==> config.mk <==
export PLATFORM = sky130hd
export DESIGN_NAME = reaction_timer_gen
export DESIGN_NICKNAME = d
export VERILOG_FILES = /design/src/rtl/rt_pkg.sv /design/src/rtl/rt_bcd_counter.sv /design/src/rtl/reaction_timer_gen.sv
export SDC_FILE = /design/constraint.sdc
export NUM_CORES = 1
export LEC_CHECK = 0
export BUFFER_PORTS_ARGS = -buffer_cell sky130_fd_sc_hd__buf_4
export CORE_MARGIN = 8
export CORE_UTILIZATION = 60
export DETAILED_ROUTE_END_ITERATION = 10
export PLACE_DENSITY = 0.79
export SYNTH_ARGS = -nofsm -noshare
export SYNTH_HDL_FRONTEND = slang
export SYNTH_SLANG_ARGS = --single-unit
==> constraint.sdc <==
create_clock -name clk -period 6.95 [get_ports clk]
set_clock_uncertainty 0.1 [all_clocks]
set_input_delay 0.695 -clock clk [delete_from_list [all_inputs] [get_ports clk]]
set_output_delay 0.695 -clock clk [all_outputs]
set_load 0.1 [all_outputs]
==> src/rtl/rt_pkg.sv <==
// Shared constants for the reaction timer: FSM state codes, LFSR seed,
// feedback taps and the LFSR step function.
package rt_pkg;

   localparam logic [2:0] S_IDLE    = 3'd0;
   localparam logic [2:0] S_WAIT    = 3'd1;
   localparam logic [2:0] S_TIME    = 3'd2;
   localparam logic [2:0] S_DONE    = 3'd3;
   localparam logic [2:0] S_FALSE   = 3'd4;
   localparam logic [2:0] S_TIMEOUT = 3'd5;

   localparam logic [15:0] LFSR_SEED = 16'hACE1;
   // taps 16,14,13,11 -> bit positions 15,13,12,10
   localparam logic [15:0] LFSR_TAPS = 16'hB400;

   function automatic logic [15:0] lfsr_next(input logic [15:0] cur);
      return {cur[14:0], ^(cur & LFSR_TAPS)};
   endfunction

endpackage

==> src/rtl/rt_bcd_counter.sv <==
// Cascaded NDIG-digit BCD up-counter.
//   clk       : clock
//   clr       : synchronous clear to zero (has priority over inc)
//   inc       : add one with decimal carry across all digits
//   value     : digit i at [4i+3:4i], digit 0 least significant
//   all_nines : every digit is 9
module rt_bcd_counter #(
   parameter int NDIG = 4
) (
   input  logic              clk,
   input  logic              clr,
   input  logic              inc,
   output logic [4*NDIG-1:0] value,
   output logic              all_nines
);

   logic [4*NDIG-1:0] value_nxt;
   logic              carry;

   always_comb begin
      value_nxt = value;
      carry     = 1'b1;
      for (int i = 0; i < NDIG; i++) begin
         if (carry) begin
            if (value[4*i +: 4] == 4'd9) begin
               value_nxt[4*i +: 4] = 4'd0;
            end else begin
               value_nxt[4*i +: 4] = value[4*i +: 4] + 4'd1;
               carry               = 1'b0;
            end
         end
      end
   end

   always_comb begin
      all_nines = 1'b1;
      for (int i = 0; i < NDIG; i++) begin
         if (value[4*i +: 4] != 4'd9) all_nines = 1'b0;
      end
   end

   always_ff @(posedge clk) begin
      if (clr)      value <= '0;
      else if (inc) value <= value_nxt;
   end

endmodule

==> src/rtl/reaction_timer_gen.sv <==
// Reaction timer: random wait, lamp on, count ms until the press, keep best.
//   clk, reset(active-low, synchronous)
//   start/stop/clear : one-cycle debounced requests
//   show_best        : level, selects best time onto bcd
//   led              : stimulus lamp, high only while timing
//   bcd              : 4*NDIG bits, digit 0 = ms units
//   state            : current state code
//   done_tick        : one-cycle pulse on entry to DONE
//   err_early        : high in FALSE,  err_timeout : high in TIMEOUT
//   best_valid       : at least one valid result recorded
//
// state   | meaning
// IDLE    | waiting for start
// WAIT    | random delay running, lamp off
// TIME    | lamp on, counting ms
// DONE    | valid reaction captured
// FALSE   | stop pressed before the lamp
// TIMEOUT | counter saturated at all 9s
module reaction_timer_gen
   import rt_pkg::*;
#(
   parameter int TICK_DIV     = 50000,
   parameter int NDIG         = 4,
   parameter int DELAY_MIN_MS = 1000,
   parameter int DLY_BITS     = 11
) (
   input  logic              clk,
   input  logic              reset,
   input  logic              start,
   input  logic              stop,
   input  logic              clear,
   input  logic              show_best,
   output logic              led,
   output logic [4*NDIG-1:0] bcd,
   output logic [2:0]        state,
   output logic              done_tick,
   output logic              err_early,
   output logic              err_timeout,
   output logic              best_valid
);

   localparam int DW = $clog2(DELAY_MIN_MS + (1 << DLY_BITS)) + 1;
   localparam int PW = (TICK_DIV > 1) ? $clog2(TICK_DIV) : 1;
   localparam logic [PW-1:0] PRESC_LOAD = PW'(TICK_DIV - 1);

   logic [2:0]        state_nxt;
   logic [PW-1:0]     presc;
   logic [DW-1:0]     delay;
   logic [15:0]       lfsr;
   logic [4*NDIG-1:0] counter;
   logic [4*NDIG-1:0] best;
   logic              all_nines;
   logic              timing;
   logic              ms_tick;
   logic              cnt_clr;
   logic              cnt_inc;
   logic              enter_done;

   assign timing  = (state == S_WAIT) || (state == S_TIME);
   assign ms_tick = timing && (presc == '0);

   always_comb begin
      state_nxt = state;
      if (clear) begin
         state_nxt = S_IDLE;
      end else begin
         case (state)
            S_IDLE:  if (start) state_nxt = S_WAIT;
            S_WAIT: begin
               if (stop)                                 state_nxt = S_FALSE;
               else if (ms_tick && (delay <= DW'(1)))   state_nxt = S_TIME;
            end
            S_TIME: begin
               if (stop)                      state_nxt = S_DONE;
               else if (ms_tick && all_nines) state_nxt = S_TIMEOUT;
            end
            S_DONE, S_FALSE, S_TIMEOUT: state_nxt = state;
            default: state_nxt = S_IDLE;
         endcase
      end
   end

   assign enter_done = (state == S_TIME) && (state_nxt == S_DONE);
   assign cnt_clr    = !reset || clear || ((state == S_IDLE) && start);
   assign cnt_inc    = (state == S_TIME) && ms_tick && !stop && !clear && !all_nines;

   rt_bcd_counter #(.NDIG(NDIG)) u_cnt (
      .clk       (clk),
      .clr       (cnt_clr),
      .inc       (cnt_inc),
      .value     (counter),
      .all_nines (all_nines)
   );

   always_ff @(posedge clk) begin
      if (!reset) begin
         state      <= S_IDLE;
         presc      <= '0;
         delay      <= '0;
         lfsr       <= LFSR_SEED;
         best       <= '0;
         best_valid <= 1'b0;
         done_tick  <= 1'b0;
      end else begin
         state     <= state_nxt;
         lfsr      <= lfsr_next(lfsr);
         done_tick <= enter_done;

         // reload on any state change so WAIT and TIME both start a full ms
         if ((state_nxt != state) || !timing || (presc == '0)) presc <= PRESC_LOAD;
         else                                                  presc <= presc - PW'(1);

         if ((state == S_IDLE) && start && !clear)
            delay <= DW'(DELAY_MIN_MS) + DW'(lfsr[DLY_BITS-1:0]);
         else if ((state == S_WAIT) && ms_tick)
            delay <= delay - DW'(1);

         // packed BCD with digits 0..9 orders the same as a plain unsigned
         // compare, i.e. most significant digit first
         if (enter_done) begin
            if (!best_valid || (counter < best)) best <= counter;
            best_valid <= 1'b1;
         end
      end
   end

   assign led         = (state == S_TIME);
   assign err_early   = (state == S_FALSE);
   assign err_timeout = (state == S_TIMEOUT);
   assign bcd         = show_best ? best : counter;

endmodule

==> Yosys cells after proc, flatten, opt, wreduce, memory -nomap -nowiden <==
Index checks and enable logic that the tools add are counted.
W data, S select, Z words.
{ "totals": {"input_bits": 6, "latchBits": 0, "reg_bits": 82, "mem_bits_ro": 0, "out_inout_bits": 24, "n_memories": 0, "ramBits": 0} }
{ "classes": {"reduce_logical": 33, "muxes": 24, "bitwise": 1, "shift": 0, "n_lt_le_gt_ge": 2, "mul": 0, "div_mod_pow": 0, "eq_ne": 15, "addsub": 7} }
{ "op_table": {"columns": ["cell", "count"], "rows": [
  ["$mux W16", 2],
  ["$mux W13", 2],
  ["$mux W3", 6],
  ["$add A4 B1 Y4 const B", 4],
  ["$eq A4 B4 Y1 const B", 4],
  ["$logic_not A16 Y1", 1],
  ["$lt A16 B16 Y1", 1],
  ["$mux W4", 4],
  ["$ne A4 B4 Y1 const B", 4],
  ["$reduce_xor A16 Y1", 1],
  ["$sub A16 B1 Y16 const B", 1],
  ["$le A13 B1 Y1 const B", 1],
  ["$sub A13 B1 Y13 const B", 1],
  ["$add A10 B11 Y12 const A", 1],
  ["$pmux W3 S4", 1],
  ["$logic_and A1 B1 Y1", 11],
  ["$eq A3 B2 Y1 const B", 3],
  ["$mux W1", 9],
  ["$reduce_and A2 Y1", 4],
  ["$eq A3 B3 Y1 const B", 2],
  ["$logic_not A1 Y1", 6],
  ["$logic_or A1 B1 Y1", 6],
  ["$eq A3 B1 Y1 const B", 1],
  ["$logic_not A3 Y1", 1],
  ["other kinds (5)", 5]
]} }

==> Logic depth before layout (Yosys ltp) <==
Gate-level depths: netlist of the first run.
{ "depth": {"word_depth": 14, "ltp_mapped": 9, "ltp_nobuf": 7} }

==> Cells and area by module <==
Synthesis of the first run repeated with hierarchy kept, for this count alone.
{ "hier_totals": {"cells_unflattened": 506, "area_unflattened_um2": 4356.7} }
{ "modules_own_cells": {"columns": ["mod", "seq_area_each_um2", "cells_each", "area_each_um2", "n_inst"], "rows": [
  ["reaction_timer_gen", 1321.3, 408, 3540.9, 1],
  ["rt_bcd_counter", 320.3, 98, 815.8, 1]
]} }

==> Worst setup path before layout of the first run <==
No wires, ideal clock.
{ "synth_timing": {"kind": "register to output", "startpoint": "register state[1]", "endpoint": "output led", "arrival_time_ns": 3.744, "path_buffers": 2, "setup_slack_ns": 2.411, "path_stages_with_launch": 4, "t_required_ns": 6.155, "cell_sequence": "dfxtp_1 > buf_2 > clkbuf_1 > nor3b_1"} }
{ "synth_between": {"elab_chain_cells": 1} }
{ "synth_lines": {"columns": ["element", "line", "rtl"], "rows": [
  ["start: declaration", "reaction_timer_gen.sv:35", "output logic [2:0] state,"],
  ["start signal: assignment", "reaction_timer_gen.sv:105", "state <= state_nxt;"],
  ["$eq A3 B2 Y1", "reaction_timer_gen.sv:127", "assign led = (state == S_TIME);"],
  ["end: declaration", "reaction_timer_gen.sv:33", "output logic led,"]
]} }
No other way between the ends.

==> Worst setup path after layout of the first run <==
{ "layout_timing": {"startpoint": "register presc[0]", "endpoint": "register presc[7]"} }
{ "layout_between": {"elab_chain_cells": 11, "elab_cells_between_ends": 15, "classes_between": "add/sub (1); eq/ne (1); mux (6); reduce/logical (7)"} }
{ "layout_lines": {"columns": ["element", "line", "rtl"], "rows": [
  ["start: declaration", "reaction_timer_gen.sv:47", "logic [PW-1:0] presc;"],
  ["start signal: assignment", "reaction_timer_gen.sv:111", "else presc <= presc - PW'(1);"],
  ["$logic_not A16 Y1", "reaction_timer_gen.sv:60, reaction_timer_gen.sv:110", null],
  ["$logic_and A1 B1 Y1", "reaction_timer_gen.sv:60", "assign ms_tick = timing && (presc == '0);"],
  ["$logic_and A1 B1 Y1, on equally long branches", "reaction_timer_gen.sv:75, reaction_timer_gen.sv:71", null],
  ["$mux W3, on equally long branches", "reaction_timer_gen.sv:75, reaction_timer_gen.sv:71", null],
  ["$mux W3, on equally long branches", "reaction_timer_gen.sv:74, reaction_timer_gen.sv:70", null],
  ["$pmux W3 S4", "reaction_timer_gen.sv:67", "case (state)"],
  ["$mux W3", "reaction_timer_gen.sv:64", "if (clear) begin"],
  ["$ne A3 B3 Y1", "reaction_timer_gen.sv:110", "if ((state_nxt != state) || !timing || (presc == '0)) presc <= PRESC_LOAD;"],
  ["$logic_or A1 B1 Y1 (2 in series)", "reaction_timer_gen.sv:110", null],
  ["$reduce_or A2 Y1 (no source line)", null, null]
]} }
Several ways; a longest one is shown, not always the timed one.
A chain may end at the register's enable or synchronous reset.

==> metrics.txt, run 1 <==
Worst Hold Path EP=lfsr[15]; CTS H-tree depth=3; R2R cell count=7; Yosys cell types=57; Critical Path End Type=flop; relative slew slack=20.7%; share of the synthesized area in the top cell type=a little over a third; Slew Viols, Final=0; syn nets=between 500 and 600; vias in the first global route=about 3800; worst-path maximum fanout=16; clk slew on worst S/H paths=90 ps; worst min path class=reg2reg; Synth Flop Type=dfxtp_1; Fillers=between 600 and 700; Final Instance Area=5100 um^2; total CTS buffers=9; placed cell areas=about 4900 um^2; Routed Antenna Nets=0; max_cap viols=0; Die Y-Extent=about 100 um; DRC violations left=0; final cycle utilization of the critical path=between 40 and 50%; CP required=7040 ps; worst-margin pin slew=1190 ps; num ports=30; R2R Path End=presc[7]; Multi-input gate area=between 2000 and 3000 um^2; Worst Setup Start Kind=flop; cell taking the most area after synthesis=dfxtp_1; Core ar.=~7600 um^2; worst reg2reg startpoint=presc[0]; register area share after synthesis=35.4%; post_cts resized=0; RSZ-0062 raised after global routing=false; Synth Register Bits=82; Initial DRC Count=300; Post-CTS Setup Repair Bufs=0; GPL Wtd Cong=0.865; setup TNS=0 ps; Synth Instances=between 500 and 600; # hold bufs at CTS=0; crit path kind=reg2reg; worst vdd ir=between 0.0001 and 0.00015 V; initial core utilization=between 60 and 70%; root buf cell=clkbuf_8; Worst R2R Setup Slack=between 3000 and 4000 ps; DIE WIDTH=about 100 um; Worst Hold Path Cells=1; register area=approximately 1600 um^2; GRT Overall Usage=a little under a fifth; gr ovfl total=0; DR vias=between 4000 and 5000; Synthesis Warnings=0; Post-synth EDFFs=0; WL/cell=15.4 um; pin count of the biggest net entering global routing=76; Pleak=0.00182 uW; die area=10800 um^2; n_diodes=0; average size of a mapped cell=8.37 um^2; synthesis-to-layout area growth=10.1%; hold_sp=lfsr[14]; Worst EP arrival=3160 ps; maximum clock path buffer count=2; antenna violations before repair=0; PD cells=around 190 nW/um^2; highest clock rate=around 0.33 GHz; # clock sinks=slightly above 80; outcome=finished clean; first-pass GRT wire length=~18 mm; clk_lat worst skew=about 350 ps; final number of setup-violating endpoints=0; ranking of synthesized cells by area=dfxtp_1 (35%), nand2_1 (6.0%), ha_1 (5.4%); post-layout minimum cycle time=between 3000 and 4000 ps; Vias/cell=around 6; Post-Syn Area=approximately 4600 um^2; Routed WL=slightly above 10 mm; drt first pass iters=5; layout cells sized above 1=between 10% and 20%; async set-reset flop share out of synthesis=0%; row count=32; Layout Nets=a little under 600; CTS tree=done; Fin. Hold Viols=0; IO buf count=29; DP Wirelength=between 7 and 8 mm
-- area by class of cell --
cell class                      count  area share [%]
Clock buffer                        9            2.43
Sequential cell                    82            32.2
Inverter                           32            2.35
Clock inverter                      7            2.11
Tap cell                          102            2.50
Multi-Input combinational cell    411            54.0
Timing Repair Buffer               30            4.41
-- report_power, final --
group          switching [uW]  internal (uW)
registers                15.5            485
logic                    44.0           28.7
clock network             190            210
-- cells by family after synthesis --
group / count (synthesis) / synth area share [%]
buffers and inverters: 61 / 5.24
xor gates and xnor gates: 30 / 5.67
DFF: 82 / 35.4
AOI/OAI and AO/OA: 108 / 16.0
muxes: 23 / 5.13
and+or+nand+nor: 230 / 27.1
adders and majority gates: 20 / 5.40
-- through the flow --
step	total power (uW)	setup WS, ps	instances	hold WS, ps	utilization, %
CTS	980	3890	673	329	67.1
finish	973	3880	673	322	67.1
global route	1010	3560	673	378	67.1
detailed placement	582	3910	657	301	64.0
global placement	580	4050	657	293	64.0
floorplan	564	2410	554	286	-
-- cell usage in the layout, fill, tap and decap left out, types with 19 or more instances in the layout --
cell type / n
a21oi_1: 22
dfxtp_1: 82
o21ai_0: 25
nor2_1: 31
inv_1: 30
nand3_1: 19
buf_4: 30
ha_1: 20
nand2_1: 74
-- how the worst max path moves through the flow --
stage / start / endpoint
after floorplan: state[1] / led
after global placement: presc[0] / presc[5]
after detailed placement: presc[0] / presc[7]
after CTS: presc[0] / presc[12]
after global routing: presc[0] / presc[12]
final: presc[0] / presc[7]
-- flip-flops by register name, summed over array words and instances, names as in the netlist --
| name | count |
|---|---|
| best | 16 |
| best_valid | 1 |
| delay | 13 |
| done_tick | 1 |
| lfsr | 16 |
| presc | 16 |
| state | 3 |
| u_cnt.value | 16 |
-- cells in the mapped netlist (6+ instances only) --
| master | instances |
|---|---|
| mux2i_1 | 17 |
| o21ai_0 | 25 |
| ha_1 | 20 |
| inv_1 | 30 |
| nand3_1 | 19 |
| nand2b_1 | 11 |
| xnor2_1 | 13 |
| nor2_1 | 31 |
| and2_1 | 10 |
| o31a_1 | 9 |
| and3_1 | 6 |
| nor3b_1 | 6 |
| nand2_1 | 74 |
| nor4_1 | 12 |
| mux2_2 | 6 |
| a21o_1 | 6 |
| clkbuf_1 | 22 |
| a31oi_1 | 7 |
| nor3_1 | 11 |
| o211ai_1 | 6 |
| xor2_1 | 17 |
| dfxtp_1 | 82 |
| nand4_1 | 13 |
| a21oi_1 | 22 |
-- layer usage --
layer	vias up	share of wire, %	wire length (um)	global-route usage (%)
li1	2002	-	-	-
met2	82	50	5150	32.1
met1	1933	45	4710	22.8
met3	13	3.8	396	4.71
met4	0	1.1	116	5.69
met5	-	0	0	0
-- critical path, cell delays in order (launching register included) --
cell and delay, ps:
dfxtp_1 360, inv_1 100, ha_1 160, nor3b_1 380, and4_1 430, nand4_1 230
a21oi_1 970, nor4_1 160
(Power assumes the default switching activity.)
==> inputs of run 2 (changes only) <==
--- a/config.mk
+++ b/config.mk
@@ -7,9 +7,9 @@
 export LEC_CHECK = 0
 export BUFFER_PORTS_ARGS = -buffer_cell sky130_fd_sc_hd__buf_4
 export CORE_MARGIN = 8
-export CORE_UTILIZATION = 60
+export CORE_UTILIZATION = 55
 export DETAILED_ROUTE_END_ITERATION = 10
-export PLACE_DENSITY = 0.79
+export PLACE_DENSITY = 0.76
 export SYNTH_ARGS = -nofsm -noshare
 export SYNTH_HDL_FRONTEND = slang
 export SYNTH_SLANG_ARGS = --single-unit
==> constraint.sdc (replaced) <==
create_clock -name clk -period 2.6 [get_ports clk]
set_clock_uncertainty 0.1 [all_clocks]
set_input_delay 0.26 -clock clk [delete_from_list [all_inputs] [get_ports clk]]
set_output_delay 0.26 -clock clk [all_outputs]
set_load 0.1 [all_outputs]
==> metrics.txt, run 2 (same netlist as run 1, synthesis figures left out) <==
DRC violations left=0 (unchanged); max_cap viols=0 (unchanged); antenna violations before repair=0 (unchanged); Routed WL=10.2 mm (-1.3%); row count=33 (+3.1%); highest clock rate=0.417 GHz (+28%); CP required=2780 ps (-4260 ps); R2R Path End=u_cnt.value[13]; Worst Hold Path Cells=3 (+2); most frequent cells in the layout=dfxtp_1 (79), nand2_1 (74), buf_4 (45), nor2_1 (31), inv_1 (30); num ports=30 (unchanged); die area=11600 um^2 (+7.7%); Worst R2R Setup Slack=200 ps (-3670 ps); Die Y-Extent=108 um (+3.8%); Final Util=64.4% (-2.7 points); pre-CTS setup slack=151 ps (-3760 ps); vias in the first global route=3803 (+1.4%); post-layout minimum cycle time=2400 ps (-675 ps); Worst Setup Start Kind=flop; outcome=finished clean; CTS H-tree depth=3 (unchanged); GRT Overall Usage=18.2% (-0.70 points); initial core utilization=56.7% (-4.2 points); Critical Path End Type=flop; final cycle utilization of the critical path=92.2% (+48 points); drt first pass iters=4 (-1); Layout Nets=608 (+2.7%); Slew Viols, Final=0 (unchanged); Vias/cell=5.80 (-3.2%); Fin Hold WS=132 ps (-190 ps); hold_sp=clear; synthesis-to-layout area growth=13.6%; Worst EP arrival=2570 ps (-590 ps); Post-CTS Setup Repair Bufs=0 (unchanged); worst-path maximum fanout=6 (-10); Pleak=0.00190 uW (+4.5%); Pwr Total=2510 uW (+160%); maximum clock path buffer count=2 (unchanged); worst reg2reg startpoint=presc[0]; most common cell after layout, fill and taps aside=dfxtp_1; # clock sinks=82 (unchanged); clk_lat worst skew=360 ps (about the same); DR vias=4013 (-0.42%); total CTS buffers=9 (unchanged); final number of setup-violating endpoints=0 (unchanged); Fin. Hold Viols=0 (unchanged); Fillers=728 (+12%); Routed Antenna Nets=0 (unchanged); Initial DRC Count=206 (-31%); gr ovfl total=0 (unchanged); first-pass GRT wire length=17.5 mm (-0.35%); clk slew on worst S/H paths=90 ps (about the same); IO buf count=29 (unchanged); relative slew slack=53.0% (+32 points); layout cells sized above 1=15.5% (+3.6 points); Worst Hold Path EP=state[1]; Core ar.=8180 um^2 (+7.5%); GPL Wtd Cong=0.855 (-1.1%); worst min path class=in2reg; fin worst setup slack=202 ps (-3670 ps); setup TNS=0 ps (unchanged); WL/cell=14.8 um (-4.0%); root buf cell=clkbuf_8; # hold bufs at CTS=0 (unchanged); CTS tree=done; post_cts resized=0 (unchanged); pin count of the biggest net entering global routing=46 (-39%); n_diodes=0 (unchanged); DP Wirelength=7.31 mm (+3.2%); PD cells=477 nW/um^2 (+150%); worst-margin pin slew=703 ps (-486 ps); R2R cell count=8 (+1); worst vdd ir=0.000315 V (+140%); RSZ-0062 raised after global routing=false; crit path kind=reg2reg; DIE WIDTH=108 um (+3.8%)
run 2: cell types whose count changed in the layout (fill, tap and decap cells not counted), moves of 2 or more:
cell | previous run | this run
nor3b_4 | 0 | 3
dfxtp_1 | 82 | 79
dfxtp_2 | 0 | 2
inv_8 | 2 | 0
clkinv_4 | 0 | 2
nor3b_1 | 6 | 2
buf_4 | 30 | 45
run 2: worst max-delay path by stage:
stage	from	end	slack, ps
2_1_floorplan	show_best	bcd[0]	-510
3_3_place_gp	presc[0]	u_cnt.value[15]	240
3_5_place_dp	presc[0]	u_cnt.value[13]	150
4_1_cts	presc[0]	u_cnt.value[13]	110
5_1_grt	presc[0]	state[0]	80
6_report	presc[0]	u_cnt.value[13]	200
run 2: critical path, stage by stage (launching register included):
cell	delay, ps
dfxtp_1	350
inv_1	90
ha_1	180
nor3b_2	300
nand4_4	190
a2111o_1	470
buf_4	190
a2111o_1	340
a21oi_1	130
run 2: cell type report:
type	count	area, um^2	share of cell area (%)
clock buffers	10	138	2.61
clock inverters	6	72.6	1.38
inverters	32	120	2.28
multi-input cells	411	2800	53.1
flip-flops and latches	82	1650	31.3
well taps	105	131	2.50
repair buffers	46	358	6.80
run 2: report_power, final:
group	total, uW	switching, uW	internal, uW
sequential	1340	41.8	1290
clock	975	495	480
combinational	200	117	82.9
total	2510	654	1860
run 2: metrics by stage:
step	std cells	area, um^2
global route	692	5260
floorplan	554	4670
global placement	676	5050
detailed placement	676	5050
finish	692	5260
CTS	692	5260
run 2: layer usage:
layer | wire length (um) | share of wire, % | GRT usage, % | vias up
li1 | - | - | - | 2035
met1 | 4740 | 46 | 21.3 | 1909
met2 | 4990 | 49 | 31.8 | 55
met3 | 340 | 3.3 | 3.77 | 14
met4 | 172 | 1.7 | 6.64 | 0
met5 | 0 | 0 | 0 | -
==> inputs of run 3 (changes only) <==
--- a/config.mk
+++ b/config.mk
@@ -10,6 +10,8 @@
 export CORE_UTILIZATION = 55
 export DETAILED_ROUTE_END_ITERATION = 10
 export PLACE_DENSITY = 0.76
+export REMOVE_ABC_BUFFERS = 1
+export SLEW_MARGIN = 20
 export SYNTH_ARGS = -nofsm -noshare
 export SYNTH_HDL_FRONTEND = slang
 export SYNTH_SLANG_ARGS = --single-unit
==> metrics.txt, run 3 (same netlist as run 1, synthesis figures left out) <==
Final Util=64.4% (about the same); drt first pass iters=5 (+1); Vias/cell=5.91 (+1.9%); outcome=finished clean; pin count of the biggest net entering global routing=41 (-11%); Fin. Hold Viols=0 (unchanged); DP Wirelength=7.61 mm (+4.1%); gr ovfl total=0 (unchanged); DR vias=4117 (+2.6%); Pwr Total=2590 uW (+3.3%); maximum clock path buffer count=2 (unchanged); R2R cell count=7 (-1); IO buf count=29 (unchanged); n_diodes=0 (unchanged); synthesis-to-layout area growth=13.5% (about the same); Core ar.=8180 um^2 (unchanged); Slew Viols, Final=0 (unchanged); crit path kind=reg2reg; vias in the first global route=3962 (+4.2%); Pleak=0.00192 uW (+1.3%); post-layout minimum cycle time=2380 ps (-15.1 ps); Worst Setup Start Kind=flop; Routed Antenna Nets=0 (unchanged); worst reg2reg startpoint=presc[0]; placed cell areas=5030 um^2 (-0.30%); relative slew slack=53.6% (+0.55 points); CP required=2740 ps (-40 ps); most common cell after layout, fill and taps aside=dfxtp_1; DIE WIDTH=108 um (unchanged); worst-margin pin slew=694 ps (-8.20 ps); clk slew on worst S/H paths=80 ps (about the same); CTS H-tree depth=3 (unchanged); RSZ-0062 raised after global routing=false; antenna violations before repair=0 (unchanged); max_cap viols=0 (unchanged); Worst R2R Setup Slack=220 ps (+20 ps); # clock sinks=82 (unchanged); clk_lat worst skew=360 ps (about the same); # hold bufs at CTS=0 (unchanged); row count=33 (unchanged); Critical Path End=state[0]; highest clock rate=0.420 GHz (+0.63%); R2R Path End=state[0]; worst vdd ir=0.000386 V (+22%); Critical Path End Type=flop; num ports=30 (unchanged); Worst Setup SP=presc[0]; Initial DRC Count=192 (-6.8%); GRT Overall Usage=18.6% (+0.40 points); PD cells=493 nW/um^2 (+3.3%); initial core utilization=56.7% (unchanged); WL/cell=15.0 um (+1.7%); most frequent cells in the layout=dfxtp_1 (82), nand2_1 (74), buf_4 (51), nor2_1 (31), inv_1 (30); layout cells sized above 1=15.2% (-0.30 points); Fin Hold WS=129 ps (-3.85 ps); GPL Wtd Cong=0.899 (+5.2%); Worst EP arrival=2520 ps (-50 ps); first-pass GRT wire length=17.8 mm (+1.5%); worst-path maximum fanout=5 (-1); Layout Nets=613 (+0.82%); Die Y-Extent=108 um (unchanged); Final Instance Area=5260 um^2 (about the same); total CTS buffers=9 (unchanged); DRC violations left=0 (unchanged); root buf cell=clkbuf_8; final cycle utilization of the critical path=91.6% (-0.58 points); worst min path class=in2reg; CTS tree=done; Routed WL=10.5 mm (+2.4%); final number of setup-violating endpoints=0 (unchanged); die area=11600 um^2 (unchanged)
run 3: timing repair:
item | 4_1_cts | 5_1_grt
resized for setup | 0 | 1
setup buffers | 0 | 0
setup endpoints to repair | 0 | 3
run 3: stage by stage:
| stage | cells | TNS, ps | setup WS (ps) |
|---|---|---|---|
| floorplan | 525 | -30320 | -1370 |
| global route | 697 | 0 | 52.7 |
| finish | 697 | 0 | 217 |
| global placement | 681 | 0 | 262 |
| CTS | 697 | 0 | 97.7 |
| detailed placement | 681 | 0 | 135 |
run 3: critical path: stages, from the launching register on:
cell	delay (ps)
dfxtp_1	360
inv_1	100
ha_1	170
nor3b_2	290
and4_1	370
nand4_1	210
a211o_1	300
a2111oi_0	380
run 3: layer usage:
metal  GRT usage [%]  vias up  part of all wire [%]
li1                -     2040                     -
met4            7.63        0                   1.4
met3            3.53       12                   4.2
met1            22.3     1979                    45
met2            31.7       86                    49
met5               0        -                     0
run 3: where the power goes:
group	switching (uW)	internal [uW]	leakage, uW
clock network	502	549	0.000111
registers	37.7	1300	0.000671
logic	123	85.6	0.00114
total	664	1930	0.00192
run 3: final cells by class:
cell class	count	area [um^2]
clock inverters	7	98.8
well taps	105	131
repair buffers	51	383
multi-input cells	411	2760
clock buffers	9	124
flip-flops and latches	82	1640
inverters	32	120
fillers	711	2910
run 3: how the worst min path moves through the flow:
stage                        start        end  slack (ps)  cells after the start
after floorplan              reset    lfsr[0]         220                      1
after global placement    lfsr[14]   lfsr[15]         290                      1
after detailed placement  lfsr[14]   lfsr[15]         300                      1
after CTS                     stop  done_tick         110                      2
after global routing          stop  done_tick         140                      2
final                         stop  done_tick         130                      2
